--- src/rtl/mem_arb_pkg.sv ---
// Shared types and defaults for the two-requester memory arbiter.
package mem_arb_pkg;

   localparam int ADDR_W_DEF = 5;
   localparam int DATA_W_DEF = 24;
   localparam int DEPTH      = 32;

   typedef enum logic [1:0] {
      IDLE     = 2'd0,
      ISSUE_WR = 2'd1,
      ISSUE_RD = 2'd2,
      RESP     = 2'd3
   } state_e;

   typedef enum logic {
      REQ_A = 1'b0,
      REQ_B = 1'b1
   } req_id_e;

endpackage

--- src/rtl/mem_arbiter_rr_arb2.sv ---
// Two-input grant picker with last-grant memory (round-robin on ties).
// Define ARB_FIXED_PRIO_EN to make requester A always win a tie.
module rr_arb2
   import mem_arb_pkg::*;
(
   input  logic    clk,
   input  logic    rst,
   input  logic    en_i,
   input  logic    req_a_i,
   input  logic    req_b_i,
   output logic    gnt_a_o,
   output logic    gnt_b_o,
   output req_id_e gnt_id_o
);

   logic gnt_a_s;
   logic gnt_b_s;

`ifdef ARB_FIXED_PRIO_EN
   logic unused_clk_rst_s;
   assign unused_clk_rst_s = clk ^ rst;

   // Fixed priority: A wins whenever it requests.
   always_comb begin
      gnt_a_s = 1'b0;
      gnt_b_s = 1'b0;
      if (!en_i) begin
         gnt_a_s = 1'b0;
      end else if (req_a_i) begin
         gnt_a_s = 1'b1;
      end else if (req_b_i) begin
         gnt_b_s = 1'b1;
      end else begin
         gnt_a_s = 1'b0;
      end
   end
`else
   req_id_e last_q;
   req_id_e last_d;

   // Tie goes to whoever was not granted last; any grant updates the record.
   always_comb begin
      gnt_a_s = 1'b0;
      gnt_b_s = 1'b0;
      last_d  = last_q;
      if (!en_i) begin
         gnt_a_s = 1'b0;
      end else if (req_a_i && req_b_i) begin
         if (last_q == REQ_B) begin
            gnt_a_s = 1'b1;
         end else begin
            gnt_b_s = 1'b1;
         end
      end else if (req_a_i) begin
         gnt_a_s = 1'b1;
      end else if (req_b_i) begin
         gnt_b_s = 1'b1;
      end else begin
         gnt_a_s = 1'b0;
      end
      if (gnt_a_s) begin
         last_d = REQ_A;
      end else if (gnt_b_s) begin
         last_d = REQ_B;
      end else begin
         last_d = last_q;
      end
   end

   // Last-grant register; reset to B so A wins the first tie.
   always_ff @(posedge clk) begin
      if (!rst) begin
         last_q <= REQ_B;
      end else begin
         last_q <= last_d;
      end
   end
`endif

   assign gnt_a_o  = gnt_a_s;
   assign gnt_b_o  = gnt_b_s;
   assign gnt_id_o = gnt_b_s ? REQ_B : REQ_A;

endmodule

--- src/rtl/mem_arbiter.sv ---
// Arbitrates two requesters onto a single-port-pair registered memory.
// ARB_FIXED_PRIO_EN selects fixed A-priority instead of round-robin.
module mem_arbiter
   import mem_arb_pkg::*;
#(
   parameter int ADDR_W = ADDR_W_DEF,
   parameter int DATA_W = DATA_W_DEF
) (
   input  logic              clk,
   input  logic              rst,
   input  logic              a_valid,
   output logic              a_ready,
   input  logic              a_we,
   input  logic [ADDR_W-1:0] a_addr,
   input  logic [DATA_W-1:0] a_wdata,
   output logic              a_rsp_valid,
   input  logic              b_valid,
   output logic              b_ready,
   input  logic              b_we,
   input  logic [ADDR_W-1:0] b_addr,
   input  logic [DATA_W-1:0] b_wdata,
   output logic              b_rsp_valid,
   output logic [DATA_W-1:0] rsp_data,
   output logic              mem_wren,
   output logic              mem_rden,
   output logic [ADDR_W-1:0] mem_addr_wr,
   output logic [ADDR_W-1:0] mem_addr_rd,
   output logic [DATA_W-1:0] mem_data_in,
   input  logic [DATA_W-1:0] mem_data_out
);

   state_e            state_q, state_d;
   req_id_e           id_q, id_d;
   req_id_e           gnt_id_s;
   logic              gnt_a_s, gnt_b_s, handshake_s, arb_en_s;
   logic              sel_we_s;
   logic [ADDR_W-1:0] sel_addr_s;
   logic [DATA_W-1:0] sel_wdata_s;
   logic              wren_q, rden_q, a_rsp_q, b_rsp_q;
   logic [ADDR_W-1:0] addr_wr_q, addr_rd_q;
   logic [DATA_W-1:0] data_in_q, rsp_hold_q;

   // Gating with rst keeps readies low while reset is being applied.
   assign arb_en_s = (state_q == IDLE) && rst;

   rr_arb2 u_arb (
      .clk      (clk),
      .rst      (rst),
      .en_i     (arb_en_s),
      .req_a_i  (a_valid),
      .req_b_i  (b_valid),
      .gnt_a_o  (gnt_a_s),
      .gnt_b_o  (gnt_b_s),
      .gnt_id_o (gnt_id_s)
   );

   assign handshake_s = gnt_a_s | gnt_b_s;
   assign sel_we_s    = gnt_b_s ? b_we    : a_we;
   assign sel_addr_s  = gnt_b_s ? b_addr  : a_addr;
   assign sel_wdata_s = gnt_b_s ? b_wdata : a_wdata;

   // Next-state logic: one issue cycle, plus a response cycle for reads.
   always_comb begin
      state_d = state_q;
      id_d    = id_q;
      case (state_q)
         IDLE: begin
            if (handshake_s) begin
               id_d    = gnt_id_s;
               state_d = sel_we_s ? ISSUE_WR : ISSUE_RD;
            end else begin
               state_d = IDLE;
            end
         end
         ISSUE_WR: state_d = IDLE;
         ISSUE_RD: state_d = RESP;
         RESP:     state_d = IDLE;
         default:  state_d = IDLE;
      endcase
   end

   // State, strobes and held memory-side command registers.
   always_ff @(posedge clk) begin
      if (!rst) begin
         state_q    <= IDLE;
         id_q       <= REQ_A;
         wren_q     <= 1'b0;
         rden_q     <= 1'b0;
         a_rsp_q    <= 1'b0;
         b_rsp_q    <= 1'b0;
         addr_wr_q  <= '0;
         addr_rd_q  <= '0;
         data_in_q  <= '0;
         rsp_hold_q <= '0;
      end else begin
         state_q <= state_d;
         id_q    <= id_d;
         wren_q  <= (state_d == ISSUE_WR);
         rden_q  <= (state_d == ISSUE_RD);
         a_rsp_q <= (state_d == RESP) && (id_q == REQ_A);
         b_rsp_q <= (state_d == RESP) && (id_q == REQ_B);
         if (handshake_s && sel_we_s) begin
            addr_wr_q <= sel_addr_s;
            data_in_q <= sel_wdata_s;
         end
         if (handshake_s && !sel_we_s) begin
            addr_rd_q <= sel_addr_s;
         end
         if (state_q == RESP) begin
            rsp_hold_q <= mem_data_out;
         end
      end
   end

   // Memory read data arrives in RESP; it is held afterwards.
   assign rsp_data    = (state_q == RESP) ? mem_data_out : rsp_hold_q;
   assign a_ready     = gnt_a_s;
   assign b_ready     = gnt_b_s;
   assign a_rsp_valid = a_rsp_q;
   assign b_rsp_valid = b_rsp_q;
   assign mem_wren    = wren_q;
   assign mem_rden    = rden_q;
   assign mem_addr_wr = addr_wr_q;
   assign mem_addr_rd = addr_rd_q;
   assign mem_data_in = data_in_q;

endmodule

--- config.mk ---
export PLATFORM = sky130hd
export DESIGN_NAME = mem_arbiter
export DESIGN_NICKNAME = d
export VERILOG_FILES = /design/src/rtl/mem_arb_pkg.sv /design/src/rtl/mem_arbiter_rr_arb2.sv /design/src/rtl/mem_arbiter.sv
export SDC_FILE = /design/constraint.sdc
export NUM_CORES = 1
export LEC_CHECK = 0
export BUFFER_PORTS_ARGS = -buffer_cell sky130_fd_sc_hd__buf_2
export CAP_MARGIN = 25
export CORE_UTILIZATION = 48
export CTS_CLUSTER_SIZE = 16
export DETAILED_ROUTE_END_ITERATION = 8
export PLACE_DENSITY = 0.82
export SLEW_MARGIN = 25
export SYNTH_ARGS = -nofsm -noshare
export SYNTH_HDL_FRONTEND = slang
export SYNTH_HIERARCHICAL = 1
export SYNTH_SLANG_ARGS = --single-unit
--- constraint.sdc ---
create_clock -name clk -period 3.45 [get_ports clk]
set_input_delay 0.345 -clock clk [delete_from_list [all_inputs] [get_ports clk]]
set_output_delay 0.345 -clock clk [all_outputs]
set_load 0.01 [all_outputs]
==> results of run 1 <==
[how the worst max path moves through the flow]
stage                                  endpoint  slack [ps]
floorplan                     id_q$_SDFFE_PN0P_        1250
global placement    mem_data_in[5]$_SDFFE_PN0P_         770
finish              mem_addr_wr[4]$_SDFFE_PN0P_         930
global route        mem_data_in[4]$_SDFFE_PN0P_         650
detailed placement  mem_addr_wr[4]$_SDFFE_PN0P_         650
CTS                 mem_addr_wr[2]$_SDFFE_PN0P_         930
[metrics by stage]
stage / setup slack (ps) / hold slack, ps / power (mW)
6_report: 931 / 291 / 1.77
3_5_place_dp: 651 / 446 / 1.13
4_1_cts: 935 / 286 / 1.78
2_1_floorplan: 1250 / 416 / 1.01
3_3_place_gp: 768 / 431 / 1.12
5_1_grt: 646 / 297 / 1.85
[power groups by stage]
stage                     sequential (mW)  combinational, mW  clock (mW)
after floorplan                     0.860              0.145           0
after global placement              0.850              0.268           0
after detailed placement            0.849              0.277           0
after CTS                           0.833              0.278       0.670
after global routing                0.838              0.305       0.706
final                               0.834              0.277       0.656
[registers in the layout (all words and copies together) (netlist names)]
register / cells
rsp_hold_q: 24
id_q: 1
a_rsp_valid: 1
b_rsp_valid: 1
state_q: 2
mem_rden: 1
mem_wren: 1
u_arb/last_q: 1
mem_addr_wr: 5
mem_addr_rd: 5
mem_data_in: 24
[metal layers]
layer	track usage	up-vias
met5	0	-
met4	0.141	0
met3	0.0907	17
met2	0.400	130
met1	0.252	1197
li1	-	1280
[kinds of logic after synthesis]
| logic type | synth area share |
|---|---|
| buf+inv | 0.0470 |
| mux | 0.202 |
| flops | 0.469 |
| compound gates | 0.166 |
| simple gates | 0.115 |
[layout by cell type, fill, tap and decap left out, drive strengths merged, types with 2 or more instances in the layout]
cell type and instances:
dfxtp 66, nand2 3, mux2i 30, o31ai 30, o21a 2, mux2 24, nor3b 2, clkinv 2
a22oi 5, and2 25, nor3 2, nor2b 2, clkbuf 13, buf 157, nor4b 2, a21oi 37
nand3 5
[worst min-delay path: cells and delay by family]
| family | cells | cell delay (ps) |
|---|---|---|
| muxes | 1 | 50 |
| buffers and inverters | 1 | 70 |
| AOI/OAI and AO/OA | 1 | 130 |
[layout make-up]
class | instances | area, µm²
fillers | 481 | 1770
multi-input cells | 180 | 1380
flip-flops and latches | 66 | 1320
repair buffers | 157 | 801
clock buffers | 13 | 169
well taps | 72 | 90.1
clock inverters | 2 | 35.0
inverters | 2 | 7.51
==> flow_summary.ini, run 1 <==
[run_status]
status = finished clean

[logic_synthesis]
syn_area_um2 = 2820
ys_seq_area_frac = 0.469
ys_warn_count = 6
async_flop_share = 0
syn_avg_cell_area_um2 = 10.4
yosysUniqueCellTypes = 32
synth.most_common_cell = dfxtp_1
synth_edf_count = 0
synth.top_cells.by_count = dfxtp_1, a21oi_1, mux2i_1, o31ai_1, and2_1
ys_top_cells_by_area = dfxtp_1, mux2i_1, mux2_2
synth_top_area_cell = dfxtp_1
synthDominantCellAreaShare = 0.469
synth_cells = 272
ys_seq_elements = 66
ys.flop_type = dfxtp_1
synth.net_count = 360

[pwr]
p_int_mw = 1.33
p_leak_nw = 1.92
clkPwrFrac = 0.371
p_comb_frac = 0.157
swShare = 0.249
pwr_density_cell_nw_per_um2 = 465
power_frac_seq = 0.472
switchingPower_mw = 0.440
vdd_drop_max_mv = 0.258

[drt]
via_per_inst = 5.33
wl_met3_um = 708
drtIter0Drc = 83
wl_per_cell_um = 14.3
drt_wl_total_um = 7020
wl_met2_um = 3320
wl_met1_um = 2800
top_layer_used = met4
drc = 0
ant_nets = 0
firstDrtPassIters = 4
via_count = 2624

[worst_setup_path]
r2r_cells = 7
start_kind = flop
critPathMaxStageDelay_ps = 530
crit_arrival_ps = 2730
reg2reg_slack_ps = 930
r2r_end = mem_addr_wr[4]$_SDFFE_PN0P_
cp_slowest_cell = and2_1
crit_start = state_q[1]$_SDFF_PN0_
cp.buffers_inverters = 1
critPathMaxFanout = 29
r2r-start = state_q[1]$_SDFF_PN0_
cp-end-kind = flop
crit_required_ps = 3660
crit_cells = 7
path_class = reg -> reg
crit_family = simple AND/OR/NAND/NOR gates
cp_cell_sequence = nor3_1, nand2_1, a21oi_4, and2_1, or2_1, buf_4, a21oi_1

[die]
die-height_um = 78.6
core_um2 = 5570
chipWidth_um = 78.6
start_util = 0.506
num_io_pins = 152
row_count = 27
dieArea_um2 = 6180

[min_path]
hold_class = in -> reg
worstHoldEndpoint = mem_data_in[11]$_SDFFE_PN0P_
whs_path_depth = 3
min_from = a_wdata[11]

[cts]
clkTransAtPathRegs_ps = 70
cts_buffers = 9
hold_buffers = 0
clk_latency_ps = 340
cts_tree = done
cts_resized = 0
cts_max_level = 3
cts.path.max_buffers = 2
root_buffer = clkbuf_8
cts_setup_buffers = 0
cts_sinks = 66

[cells_and_area]
fin_area_um2 = 3800
fin_util = 0.682
antennaDiodeCount = 0
layoutNonFillerInstCount = 492
drive_gt1_frac = 0.474
syn_to_final_growth_pct = 34.8
num-nets-final = 504

[placement]
gp_congestion = 0.743
placed_cell_area_um2 = 3600
port-buffer-count = 151
hpwl_um = 5070
dpl.cell_count = 477

[sta]
grt_setup_unrepaired = no
slew_violations = 0
period_minus_slack_ps = 2520
period_share = 0.730
setup_tns_ps = 0
hold_viol = 0
max_freq_ghz = 0.397
skew_ps = 8.36
finalSetupViolCount = 0
max_slew_margin = 0.611
tightest_slew_ps = 582

[grt]
antenna_found_initial = 0
track_usage = 0.238
grt_max_degree = 60
grt_overflow = 0
grt_pass1_wl_um = 11200
grt_pass1_vias = 2481

[run]
cap_violations = 0
Note: power is estimated with default switching activity, not from simulation.
==> run 2: changes to the inputs <==
Settings changed: CORE_UTILIZATION 48 to 40, PLACE_DENSITY 0.82 to 0.73.
Clock period 3.45 ns to 2.1 ns, I/O delays scaled along.
==> run 2 against run 1 <==
Compared with the run above:
- combinational power grew 77%
- register-to-register slack got worse by 750 ps
- count of clock-buffer cells in the layout fell by 2
- final cell count rose by 6.1%
- first-iteration DRC count is 16% higher
- critical path depth rose by 1
- power grew 63%
- largest power group unchanged
==> flow_summary.ini, run 2 (synthesis results as in run 1) <==
[run_status]
status = finished clean

[die]
die-height_um = 86.0
chipWidth_um = 86.0
dieArea_um2 = 7390
core_um2 = 6790
start_util = 0.415
num_io_pins = 152
row_count = 30

[sta]
tightest_slew_ps = 535
max_freq_ghz = 0.521
max_slew_margin = 0.643
skew_ps = 5.96
finalSetupViolCount = 0
slew_violations = 0
setup_tns_ps = 0
period_minus_slack_ps = 1920
period_share = 0.913
hold_viol = 0
grt_setup_unrepaired = no

[drt]
via_count = 2576
via_per_inst = 4.93
drc = 0
drt_wl_total_um = 7120
firstDrtPassIters = 5
drtIter0Drc = 96
ant_nets = 0
wl_per_cell_um = 13.6

[cells_and_area]
final_cell_mix = buf_2, dfxtp_1, a21oi_1
fin_area_um2 = 3910
antennaDiodeCount = 0
final_common_cell = buf_2
syn_to_final_growth_pct = 38.7
num-nets-final = 511
drive_gt1_frac = 0.486

[placement]
port-buffer-count = 151
hpwl_um = 5180
gp_congestion = 0.749
placed_cell_area_um2 = 3700

[cts]
cts.path.max_buffers = 2
cts_resized = 0
hold_buffers = 0
cts_tree = done
clk_latency_ps = 330
cts_setup_buffers = 0
clkTransAtPathRegs_ps = 70
cts_max_level = 3
cts_sinks = 66
cts_buffers = 9
root_buffer = clkbuf_8

[worst_setup_path]
start_kind = flop
crit_required_ps = 2310
reg2reg_slack_ps = 180
path_class = reg -> reg
r2r_cells = 8
r2r_end = mem_data_in[23]$_SDFFE_PN0P_
cp-end-kind = flop
r2r-start = state_q[1]$_SDFF_PN0_
critPathMaxFanout = 29
crit_arrival_ps = 2120

[pwr]
vdd_drop_max_mv = 0.344
p_leak_nw = 1.97
pwr_density_cell_nw_per_um2 = 737

[grt]
grt_pass1_vias = 2416
track_usage = 0.199
grt_overflow = 0
grt_max_degree = 60
grt_pass1_wl_um = 11500
antenna_found_initial = 0

[min_path]
worstHoldEndpoint = mem_data_in[20]$_SDFFE_PN0P_
min_from = a_wdata[20]
hold_class = in -> reg
whs_path_depth = 3

[run]
cap_violations = 0
## run 2: cell types whose count changed in the layout (fill, tap and decap cells not counted), sizes merged
cell,before,now
buf,157,164
clkbuf,13,11
clkinv,2,3
## run 2: worst max path at each step
stage                     startpoint                            to  slack (ps)
5_1_grt        state_q[1]$_SDFF_PN0_  mem_data_in[23]$_SDFFE_PN0P_          30
4_1_cts        state_q[0]$_SDFF_PN0_                   rsp_data[3]          70
2_1_floorplan  state_q[1]$_SDFF_PN0_             id_q$_SDFFE_PN0P_          50
3_5_place_dp                     rst   mem_addr_wr[4]$_SDFFE_PN0P_          80
6_report       state_q[1]$_SDFF_PN0_  mem_data_in[23]$_SDFFE_PN0P_         180
3_3_place_gp                     rst   mem_addr_rd[2]$_SDFFE_PN0P_         140
## run 2: metrics by stage
| step | util | power [mW] | setup slack (ps) | cells | hold WS [ps] |
|---|---|---|---|---|---|
| 6_report | 0.575 | 2.88 | 182 | 522 | 168 |
| 5_1_grt | 0.575 | 3.03 | 29.5 | 522 | 168 |
| 4_1_cts | 0.573 | 2.91 | 72.3 | 522 | 153 |
| 3_5_place_dp | 0.545 | 1.87 | 76.1 | 508 | 451 |
| 3_3_place_gp | 0.545 | 1.86 | 139 | 508 | 438 |
| 2_1_floorplan | - | 1.65 | 50.1 | 272 | 316 |
## run 2: per-layer routing
metal  wire length [µm]  share of wire  track usage
met2               3340           0.47        0.326
met4                 44         0.0062       0.0848
met3                658          0.092       0.0635
met1               3080           0.43        0.239
met5                  0              0            0
## run 2: area by class of cell
type / instances / area, µm²
Timing Repair Buffer: 164 / 882
Clock inverter: 3 / 40.0
Clock buffer: 11 / 151
Tap cell: 96 / 120
Multi-Input combinational cell: 180 / 1390
Sequential cell: 66 / 1320
Fill cell: 627 / 2890
Inverter: 2 / 7.51
## run 2: power breakdown
group / leakage [nW] / internal (mW) / switching [mW]
sequential: 0.537 / 1.33 / 0.0353
combinational: 1.34 / 0.237 / 0.251
clock: 0.101 / 0.596 / 0.434
## run 2: critical path, cell delays in order (launching register included)
cell	delay [ps]
dfxtp_1	320
nor3_2	230
nand2_1	140
a21oi_4	230
buf_12	230
and2_1	200
or2_1	160
buf_12	190
a21oi_1	80
==> run 3: changes to the inputs <==
Settings changed: BUFFER_PORTS_ARGS -buffer_cell sky130_fd_sc_hd__buf_2 to -buffer_cell sky130_fd_sc_hd__clkbuf_2.
==> run 3 against run 2 <==
Compared with the run above:
- utilization hardly changed
- fmax increased by 5.0%
- sequential cell count did not move
- highest routed layer unchanged
==> flow_summary.ini, run 3 (synthesis results as in run 1) <==
[run_status]
status = finished clean

[cts]
cts_sinks = 66
cts_setup_buffers = 0
cts.path.max_buffers = 2
cts_tree = done
cts_resized = 0
hold_buffers = 0
cts_buffers = 9
clkTransAtPathRegs_ps = 70
clk_latency_ps = 330
cts_max_level = 3
root_buffer = clkbuf_8

[die]
chipWidth_um = 86.0
dieArea_um2 = 7390
core_um2 = 6790
row_count = 30
die-height_um = 86.0
num_io_pins = 152
start_util = 0.415

[worst_setup_path]
cp_slowest_cell = or4b_2
r2r_end = id_q$_SDFFE_PN0P_
r2r_cells = 6
critPathMaxFanout = 6
crit_start = state_q[1]$_SDFF_PN0_
critPathMaxStageDelay_ps = 620
cp-end-kind = flop
cp_cell_sequence = nor3_2, nand2_1, a21oi_4, nor2_1, or4b_2, a21oi_1
r2r-start = state_q[1]$_SDFF_PN0_
crit_arrival_ps = 2090
path_class = reg -> reg
start_kind = flop
crit_required_ps = 2360
reg2reg_slack_ps = 270
endpoint = id_q$_SDFFE_PN0P_

[cells_and_area]
final_common_cell = clkbuf_2
drive_gt1_frac = 0.484
final_cell_mix = clkbuf_2, dfxtp_1, a21oi_1
antennaDiodeCount = 0
syn_to_final_growth_pct = 38.6
num-nets-final = 512

[run]
cap_violations = 0

[placement]
dp_slack_ps = 151
hpwl_um = 5130
port-buffer-count = 151
gp_congestion = 0.747

[sta]
skew_ps = 5.42
layout_setup_ws_ps = 273
tightest_slew_ps = 518
setup_tns_ps = 0
grt_setup_unrepaired = no
hold_viol = 0
slew_violations = 0
period_share = 0.870
period_minus_slack_ps = 1830
max_slew_margin = 0.655
finalSetupViolCount = 0
max_freq_ghz = 0.547

[pwr]
pwr_density_cell_nw_per_um2 = 730
vdd_drop_max_mv = 0.280
p_leak_nw = 1.94

[grt]
grt_pass1_wl_um = 11200
track_usage = 0.195
antenna_found_initial = 0
grt_pass1_vias = 2606
grt_overflow = 0
grt_max_degree = 60

[drt]
ant_nets = 0
firstDrtPassIters = 4
drtIter0Drc = 94
via_per_inst = 4.90
via_count = 2570
wl_per_cell_um = 13.3
drc = 0
drt_wl_total_um = 6940

[min_path]
hold_class = in -> reg
run 3: layout make-up:
cell class,instances,area (µm²)
fill,613,2890
sequential,66,1320
clock buffer,12,145
multi-input combinational,180,1390
timing repair buffer,165,886
tap,96,120
clock inverter,3,40.0
inverter,2,7.51
run 3: worst min-delay path by stage:
stage                            startpoint                      endpoint  slack [ps]  cells after the start
after global routing            a_wdata[20]  mem_data_in[20]$_SDFFE_PN0P_         180                      3
after global placement    id_q$_SDFFE_PN0P_        a_rsp_valid$_SDFF_PN0_         450                      1
final                           a_wdata[19]  mem_data_in[19]$_SDFFE_PN0P_         160                      3
after CTS                        a_wdata[3]   mem_data_in[3]$_SDFFE_PN0P_         150                      3
after detailed placement  id_q$_SDFFE_PN0P_        a_rsp_valid$_SDFF_PN0_         450                      1
after floorplan                         rst     u_arb/last_q$_SDFFE_PN1P_         320                      1
run 3: metrics by stage:
step                hold WS [ps]  instances  area [µm²]  total power [mW]   util
finish                       164        524        3910              2.85  0.575
global placement             447        509        3710              1.86  0.546
detailed placement           455        509        3710              1.88  0.546
CTS                          149        524        3900              2.89  0.573
floorplan                    316        272        2820              1.65      -
global route                 175        524        3910              3.00  0.575
run 3: critical path: cells and delay by family, from the launching register on:
| family | cells | cell delay (ps) |
|---|---|---|
| flip-flops | 1 | 320 |
| AO/OA/AOI/OAI | 2 | 340 |
| AND/OR/NAND/NOR | 4 | 1110 |
run 3: metal layers:
metal	global-route usage	part of all wire
met3	0.0664	0.086
met4	0.0970	0.0089
met2	0.341	0.49
met5	0	0
met1	0.208	0.41
run 3: power by group:
part,internal (mW),switching [mW],leakage [nW],total [mW]
Combinational,0.238,0.248,1.31,0.486
Clock,0.571,0.432,0.0962,1.00
Sequential,1.33,0.0377,0.537,1.36
Total,2.13,0.718,1.94,2.85
